$ cat config.mk
export PLATFORM = sky130hd
export DESIGN_NAME = jtdsp16_boot
export DESIGN_NICKNAME = d
export VERILOG_FILES = /design/src/rtl/jtdsp16_boot.sv
export SDC_FILE = /design/constraint.sdc
export NUM_CORES = 1
export LEC_CHECK = 0
export ABC_AREA = 1
export CAP_MARGIN = 25
export CORE_MARGIN = 2
export CORE_UTILIZATION = 52
export DETAILED_ROUTE_END_ITERATION = 12
export HOLD_SLACK_MARGIN = 0.08
export PLACE_DENSITY = 0.89
export SLEW_MARGIN = 10
export SYNTH_ARGS = -nofsm -noshare
export SYNTH_HDL_FRONTEND = slang
export SYNTH_SLANG_ARGS = --single-unit
$ cat constraint.sdc
create_clock -name clk -period 1.8 [get_ports clk]
set_input_delay 0.27 -clock clk [delete_from_list [all_inputs] [get_ports clk]]
set_output_delay 0.27 -clock clk [all_outputs]
set_load 0.01 [all_outputs]
$ cat src/rtl/jtdsp16_boot.sv
// Boot sequencer for jtdsp16: streams a byte image into the core's program ROM,
// holds the core in reset until the hold-off expires, then runs it with a level irq.
module jtdsp16_boot #(
  parameter int ROM_AW   = 13,
  parameter int LOAD_LEN = 8192,
  parameter int RST_HOLD = 16
) (
  input  logic              clk,
  input  logic              rst_n,
  input  logic              start,
  input  logic [7:0]        dl_data,
  input  logic              dl_valid,
  output logic              dl_ready,
  output logic [ROM_AW-1:0] prog_addr,
  output logic [7:0]        prog_data,
  output logic              prog_we,
  output logic              dsp_rst,
  output logic              busy,
  output logic              done,
  input  logic              host_irq,
  input  logic              iack,
  output logic              irq
);
  // cnt carries one extra bit so a full 2^ROM_AW image never wraps back to zero.
  localparam int CW = ROM_AW + 1;
  localparam int HW = $clog2(RST_HOLD + 1);

  typedef enum logic [1:0] {IDLE, LOAD, HOLD, RUN} state_t;

  state_t            state, state_nxt;
  logic [CW-1:0]     cnt, cnt_nxt;
  logic [HW-1:0]     hold, hold_nxt;
  logic [ROM_AW-1:0] addr_nxt;
  logic [7:0]        data_nxt;
  logic              we_nxt, irq_nxt, accept;

  assign accept = dl_valid & dl_ready;

  always_comb begin
    state_nxt = state;
    cnt_nxt   = cnt;
    hold_nxt  = hold;
    addr_nxt  = prog_addr;
    data_nxt  = prog_data;
    we_nxt    = 1'b0;
    irq_nxt   = 1'b0;
    case (state)
      IDLE: if (start) begin
        state_nxt = LOAD;
        cnt_nxt   = '0;
      end
      LOAD: if (accept) begin
        we_nxt   = 1'b1;
        addr_nxt = cnt[ROM_AW-1:0];
        data_nxt = dl_data;
        cnt_nxt  = cnt + CW'(1);
        if (cnt == CW'(LOAD_LEN - 1)) begin
          state_nxt = HOLD;
          hold_nxt  = HW'(RST_HOLD);
        end
      end
      HOLD: begin
        // Leaving on hold==1 makes HOLD last exactly RST_HOLD cycles.
        hold_nxt = hold - HW'(1);
        if (hold == HW'(1)) state_nxt = RUN;
      end
      RUN: if (start) begin
        state_nxt = LOAD;
        cnt_nxt   = '0;
      end else begin
        irq_nxt = host_irq | (irq & ~iack);
      end
      default: state_nxt = IDLE;
    endcase
  end

  // Status outputs are registered from the next state so they line up with it.
  always_ff @(posedge clk or negedge rst_n) begin
    if (!rst_n) begin
      state     <= IDLE;
      cnt       <= '0;
      hold      <= '0;
      prog_addr <= '0;
      prog_data <= '0;
      prog_we   <= 1'b0;
      dl_ready  <= 1'b0;
      dsp_rst   <= 1'b1;
      busy      <= 1'b0;
      done      <= 1'b0;
      irq       <= 1'b0;
    end else begin
      state     <= state_nxt;
      cnt       <= cnt_nxt;
      hold      <= hold_nxt;
      prog_addr <= addr_nxt;
      prog_data <= data_nxt;
      prog_we   <= we_nxt;
      dl_ready  <= (state_nxt == LOAD);
      dsp_rst   <= (state_nxt != RUN);
      busy      <= (state_nxt == LOAD) || (state_nxt == HOLD);
      done      <= (state_nxt == RUN);
      irq       <= irq_nxt;
    end
  end
endmodule

==> results of run 1 <==
[sequential cells by signal (all words and copies together) (netlist names), 2 cells and up]
name and cells:
cnt 14, prog_addr 13, prog_data 8, hold 5, state 2
[worst register-to-register path, stage by stage, from the launching register on]
cell	delay, ps
dfrtp_1	380
ha_2	210
nand2_2	90
nor2_4	160
nand2_2	90
inv_2	110
nand3_4	80
nand2_1	60
nand2_1	70
nand2_2	100
ha_1	230
[layout make-up]
class                   count  area, um2  share of cell area (%)
repair buffers             46        455                    15.2
flip-flops and latches     48       1200                    40.1
multi-input cells         208       1040                    34.7
clock inverters             2       15.0                   0.501
well taps                  52       65.1                    2.17
clock buffers               6       82.6                    2.76
inverters                  36        135                    4.51
[routing by layer]
layer  vias to the layer above  global-route usage (%)  share of wire, %
met3                         7                    5.34               6.0
met2                        59                    38.1                51
met5                         -                       0                 0
met4                         0                    6.29               1.4
li1                       1012                       -                 -
met1                       979                    22.9                42
[placed cells by master, fill, tap and decap left out, types with 6 or more instances in the layout]
master	netlist	final
nand2_2	3	6
nand3_1	25	24
nand2_1	106	103
inv_1	32	32
a21oi_1	9	9
clkdlybuf4s50_1	0	39
clkbuf_8	0	6
o21ai_0	14	13
dfrtp_1	47	47
ha_1	10	9
nor2_1	25	25
[cell families (layout without fill, tap and decap cells)]
logic type      count (synthesis)  after routing
compound gates                 23             23
buf+inv                        41             90
flops                          48             48
fa+ha+maj                      10             10
simple gates                  175            175
[how the worst max path moves through the flow]
| stage | start | end | slack, ps | cells after the start |
|---|---|---|---|---|
| floorplan | state[0]$_DFF_PN0_ | busy$_DFF_PN0_ | 230 | 7 |
| CTS | cnt[1]$_DFFE_PN0P_ | busy$_DFF_PN0_ | 40 | 9 |
| finish | cnt[1]$_DFFE_PN0P_ | busy$_DFF_PN0_ | 110 | 10 |
| global route | cnt[1]$_DFFE_PN0P_ | busy$_DFF_PN0_ | -3 | 10 |
| detailed placement | cnt[1]$_DFFE_PN0P_ | busy$_DFF_PN0_ | 70 | 9 |
| global placement | cnt[0]$_DFFE_PN0P_ | busy$_DFF_PN0_ | 110 | 9 |
[stage by stage]
step / TNS (ps) / hold WS, ps / setup slack (ps) / instances
floorplan: 0 / -25.6 / 232 / 297
global placement: 0 / 247 / 114 / 388
detailed placement: 0 / 252 / 65.7 / 388
CTS: 0 / 467 / 44.5 / 397
global route: -3.39 / 499 / -3.39 / 398
finish: 0 / 459 / 112 / 398
[power by group]
group	internal, mW	leakage, nW	switching, mW	total (mW)
Sequential	1.25	0.647	0.0933	1.35
Combinational	0.491	0.841	0.595	1.09
Clock	0.311	0.0434	0.366	0.677
[what timing repair did]
item	in CTS	in global routing
setup endpoints to repair	0	1
hold endpoints to repair	19	0
buffers inserted	0	1
gates resized for setup	0	7
hold buffers	1	0
==> summary.txt, run 1 <==
Outcome
  • Status: finished, final reports clean

Cells and area
  • Layout cells sized above 1: 11.3%
  • Final nets: between 300 and 400
  • Layout Utilization: 68.3%
  • Post-route cell area: 3000 um2
  • Area Growth Syn to Fin: 25.5%
  • Fill cell count: between 300 and 400
  • # diodes: 0

Placement
  • Global placer's final weighted congestion: roughly 0.83
  • Placed inst area: between 2000 and 3000 um2
  • Hpwl dp: around 3700 um
  • Count of input and output buffers: 40

Synth
  • Cell Area, Synth: about 2400 um2
  • Post-synth ARST share: 100%
  • Most frequent cell after synthesis: nand2_1
  • Post-Synth Simple-Gate Area: 32.5%
  • Top cell type's share of synthesized area: 49.3%
  • Synth area leader: dfrtp_1
  • Syn Area/Cell: 8.04 um2
  • Post-synth EDFFs: 0
  • Post-Synthesis Cells: just under 300
  • Post-synth top cells: 106 x nand2_1, 47 x dfrtp_1, 32 x inv_1
  • Post-synthesis register bit count: 48
  • Post-synthesis adder-cell area fraction: under 10%
  • Area contributors post-synth: dfrtp_1 49%, nand2_1 17%, ha_1 5.2%, nand3_1 5.2%, inv_1 5.0%
  • Main combinational cell family by area after synthesis: simple AND/OR/NAND/NOR gates
  • Post-synthesis compound-gate area fraction: ~4.8%
  • Dominant synthesized flop cell: dfrtp_1
  • Seq/Total Area, Yosys: just over 50%
  • Syn_nets: 321
  • Synth warnings: 0
  • Synth Area in XOR/XNOR: 0%
  • Post-synthesis mux area share: 0%
  • Synth cell types: 23

Min path
  • Hold crit path type: primary input to asynchronous set/reset pin

Worst setup path
  • CP Max Fanout: 4
  • Critical Path Start Type: flip-flop
  • Setup CP Type: flip-flop to flip-flop
  • Cell at the slowest stage of the critical path: dfrtp_1
  • Worst Reg-to-Reg Cells: 10
  • Arr. time, crit path: 1880 ps
  • Crit end category: flip-flop
  • WP data required: 1990 ps
  • Worst Path Buf+Inv: 1
  • R2R setup slack: approximately 110 ps
  • CP most frequent cell: nand2_2
  • Reg2reg start: cnt[1]$_DFFE_PN0P_
  • Reg2reg end: busy$_DFF_PN0_
  • Top Family by Delay on Critical Path: simple AND/OR/NAND/NOR gates
  • Critical Path Max Stage Delay: around 380 ps
  • CP Cell Sequence: ha_2 -> nand2_2 -> nor2_4 -> nand2_2 -> inv_2 -> nand3_4 -> nand2_1 -> nand2_1 -> nand2_2 -> ha_1

Clocking
  • Clock latency on the worst-skew pair: about 300 ps
  • CTS tree: built
  • CTS Buf Count: 5
  • CTS HTree Levels: 2
  • Clock-pin slew on the worst setup and hold paths: roughly 90 ps
  • Clock Sinks: 48
  • CTS Buffer Depth: 2
  • Root buffer cell: clkbuf_8

Detailed routing
  • Total Wirelength: a little under 5000 um
  • Vias: 2057
  • Final ANT Viol Nets: 0
  • DRT Pass-1 Iters: 4
  • DR vias/cell: between 5 and 6
  • Routed len/inst: around 12 um
  • Initial DRC Count: 147
  • DR DRC count: 0

GRT
  • First-pass GRT wire length: ~8500 um
  • Initial antenna violation count: 0
  • GRT overflow: 0
  • Total GRT Usage: around a fifth
  • Largest net degree at the start of global routing: 30
  • Vias in the first global route: a little over 2000

STA
  • Relative slew slack: roughly two thirds
  • Tmin final: between 1500 and 2000 ps
  • Slew at the pin closest to its max-slew limit: 478 ps
  • Clock Skew: ~5.5 ps
  • Max Slew Vio Count: 0
  • Fmax: approximately 600 MHz
  • Final Hold Vio Count: 0
  • Tcrit/Tclk final: a little over nine tenths
  • Number of setup violations in the final report: 0

Die
  • Die Height: between 70 and 80 um
  • Starting density of the core: roughly 54%
  • Core region area: ~4400 um2
  • Die ar.: ~5100 um2
  • Cell Rows: 24
  • Die W: between 70 and 80 um
  • I/O pin count: between 40 and 50

Power
  • Pwr per Cell Area: 1040 nW/um2
  • Peak supply drop: 0.459 mV
  • Total power: 3.11 mW
  • Lkg Pwr: about 1.5 nW

Run
  • Maxcap violations: 0
(Power assumes the default switching activity.)
==> inputs of run 2 (changes only) <==
CAP_MARGIN = not set   (was 25)
CORE_ASPECT_RATIO = 1.1   (was not set)
==> run 2 against run 1 <==
First-iteration DRC count fell by 55%; largest cell class unchanged; critical endpoint unchanged; sequential power barely moved; final area rose by 0.63%; maximum frequency rose by 0.65%; power rose by 5.0%; sequential cell count did not move; via count fell by 0.97%; critical path depth fell by 1.
==> summary.txt, run 2 (synthesis gave the netlist of run 1 again) <==
STA
  • Fmax: 596 MHz (was 592 MHz)
  • Final hold slack: 351 ps (was 459 ps)
  • Relative slew slack: 71.3% (was 68.1%)
  • Unrepaired setup endpoints after global routing: true
  • Number of setup violations in the final report: 0 (unchanged)
  • Max Slew Vio Count: 0 (unchanged)
  • Final Hold Vio Count: 0 (unchanged)
  • Slew at the pin closest to its max-slew limit: 429 ps (was 478 ps)
  • Tmin final: 1680 ps (was 1690 ps)
  • Tcrit/Tclk final: 93.2% (was 93.8%)
  • Clock Skew: 6.82 ps (was 5.49 ps)

Detailed routing
  • Initial DRC Count: 66 (was 147)
  • DR DRC count: 0 (unchanged)
  • Routed len/inst: 11.8 um (was 12.4 um)
  • Final ANT Viol Nets: 0 (unchanged)
  • Vias: 2037 (was 2057)
  • DR vias/cell: 5.08 (was 5.17)
  • DRT Pass-1 Iters: 4 (unchanged)
  • Total Wirelength: 4730 um (was 4950 um)

Worst setup path
  • Critical Path Start Type: flip-flop (unchanged)
  • Crit end category: flip-flop (unchanged)
  • CP most frequent cell: nand2_1 (was nand2_2)
  • Setup CP Type: flip-flop to flip-flop (unchanged)
  • WP data required: 2000 ps (was 1990 ps)
  • CP Cell Sequence: ha_2 -> nand2_1 -> nor2_4 -> nand2_2 -> inv_2 -> nand3_2 -> nand3_1 -> nand2_1 -> ha_1 (was ha_2 -> nand2_2 -> nor2_4 -> nand2_2 -> inv_2 -> nand3_4 -> nand2_1 -> nand2_1 -> nand2_2 -> ha_1)
  • CP Max Fanout: 4 (unchanged)
  • Arr. time, crit path: 1870 ps (was 1880 ps)
  • Critical Path Max Stage Delay: 380 ps (about the same)
  • R2R setup slack: 120 ps (was 110 ps)
  • Cell at the slowest stage of the critical path: dfrtp_1 (unchanged)

Clocking
  • CTS Buf Count: 5 (unchanged)
  • Clock Sinks: 48 (unchanged)
  • CTS HTree Levels: 2 (unchanged)
  • CTS tree: built (unchanged)
  • Post-CTS setup buffers: 0 (unchanged)
  • Clock latency on the worst-skew pair: 300 ps (about the same)
  • CTS Buffer Depth: 2 (unchanged)
  • Clock-pin slew on the worst setup and hold paths: 90 ps (about the same)
  • Root buffer cell: clkbuf_8 (unchanged)

Cells and area
  • Layout cells sized above 1: 10.4% (was 11.3%)
  • Leading cell type in the layout, fill and taps excluded: nand2_1 (unchanged)
  • Biggest regs: cnt (14), prog_addr (13), prog_data (8) (unchanged)
  • Most frequent cells in the layout: 106 x nand2_1, 47 x dfrtp_1, 39 x clkdlybuf4s50_1 (was 103 x nand2_1, 47 x dfrtp_1, 39 x clkdlybuf4s50_1)
  • Top reg by flops: cnt (unchanged)
  • Finished Layout Cells: 401 (was 398)
  • Area Growth Syn to Fin: 26.3% (was 25.5%)
  • Final nets: 370 (was 369)
  • Fill cell count: 380 (was 343)
  • Max reg flops: 14 (unchanged)
  • Post-route cell area: 3010 um2 (was 3000 um2)
  • # diodes: 0 (unchanged)

Placement
  • Global placer's final weighted congestion: 0.837 (was 0.832)
  • Placed inst area: 2880 um2 (was 2860 um2)
  • Post-Place Cells: 392 (was 388)
  • Hpwl dp: 3570 um (was 3750 um)
  • Count of input and output buffers: 40 (unchanged)

Run
  • Maxcap violations: 0 (unchanged)

GRT
  • GRT overflow: 0 (unchanged)
  • First-pass GRT wire length: 7770 um (was 8510 um)
  • Vias in the first global route: 1918 (was 2055)
  • Initial antenna violation count: 0 (unchanged)
  • Total GRT Usage: 20.2% (was 20.5%)
  • Largest net degree at the start of global routing: 41 (was 30)

Die
  • Die ar.: 5150 um2 (about the same)
  • Die Height: 75.1 um (was 71.8 um)
  • Cell Rows: 25 (was 24)
  • I/O pin count: 41 (unchanged)
  • Core region area: 4350 um2 (was 4380 um2)
  • Die W: 68.6 um (was 71.8 um)
  • Starting density of the core: 54.9% (was 54.5%)

Power
  • Lkg Pwr: 1.56 nW (was 1.53 nW)
  • Peak supply drop: 0.626 mV (was 0.459 mV)
  • Pwr per Cell Area: 1080 nW/um2 (was 1040 nW/um2)
  • Total power: 3.27 mW (was 3.11 mW)

Min path
  • Hold crit path type: primary input to asynchronous set/reset pin (unchanged)

Outcome
  • Status: finished, final reports clean (unchanged)
## run 2: cell types whose count changed in the layout (fill, tap and decap cells not counted)
cell	previous run	this run
buf_4	4	5
clkinvlp_4	2	0
nand3_4	2	1
nand2_4	1	2
nand2_1	103	106
nand2_2	6	2
clkinv_4	0	1
o21ai_0	13	14
nand3_1	24	25
bufinv_16	0	1
o21ai_1	1	0
## run 2: area by class of cell
cell class              count  area, um2  share of cell area, %
clock buffers               6       82.6                   2.74
clock inverters             2       38.8                   1.29
inverters                  36        135                   4.48
multi-input cells         208       1020                   34.0
flip-flops and latches     48       1200                   39.9
well taps                  54       67.6                   2.24
repair buffers             47        463                   15.4
## run 2: critical path, delay by kind of cell (launching register included)
kind / cells / cell delay [ps]
adders and majority gates: 2 / 480
buffers and inverters: 1 / 80
DFF: 1 / 380
and+or+nand+nor: 6 / 650
## run 2: per-layer routing
| metal | track usage, % | share of wire, % | vias to the layer above |
|---|---|---|---|
| li1 | - | - | 1018 |
| met1 | 21.8 | 42 | 954 |
| met2 | 35.8 | 50 | 56 |
| met3 | 4.93 | 5.9 | 9 |
| met4 | 11.3 | 2.0 | 0 |
| met5 | 0 | 0 | - |
## run 2: final timing paths
check / cells past startpoint / start / end
setup / recovery: 9 / cnt[0]$_DFFE_PN0P_ / busy$_DFF_PN0_
hold / removal: 2 / rst_n / irq$_DFF_PN0_
setup reg to reg: 9 / cnt[0]$_DFFE_PN0P_ / busy$_DFF_PN0_
hold reg to reg: 2 / prog_addr[12]$_DFFE_PN0P_ / prog_addr[12]$_DFFE_PN0P_
max in group asynchronous: 3 / rst_n / cnt[0]$_DFFE_PN0P_
min in group clk: 2 / prog_addr[12]$_DFFE_PN0P_ / prog_addr[12]$_DFFE_PN0P_
## run 2: where the power goes
| part | switching (mW) | internal (mW) |
|---|---|---|
| Sequential | 0.0942 | 1.25 |
| Combinational | 0.601 | 0.501 |
| Clock | 0.361 | 0.454 |
| Total | 1.06 | 2.21 |
## run 2: timing repair
action,CTS,global route
hold buffers,1,0
endpoints found under the setup margin,0,2
resized for setup,0,2
hold endpoints to repair,8,0
## run 2: stage by stage
stage / TNS [ps] / worst slack [ps] / util [%]
final: 0 / 123 / 69.3
after global routing: -3.65 / -3.65 / 69.3
after CTS: 0 / 107 / 69.2
after detailed placement: 0 / 62.8 / 66.1
after global placement: 0 / 126 / 66.1
after floorplan: 0 / 232 / -
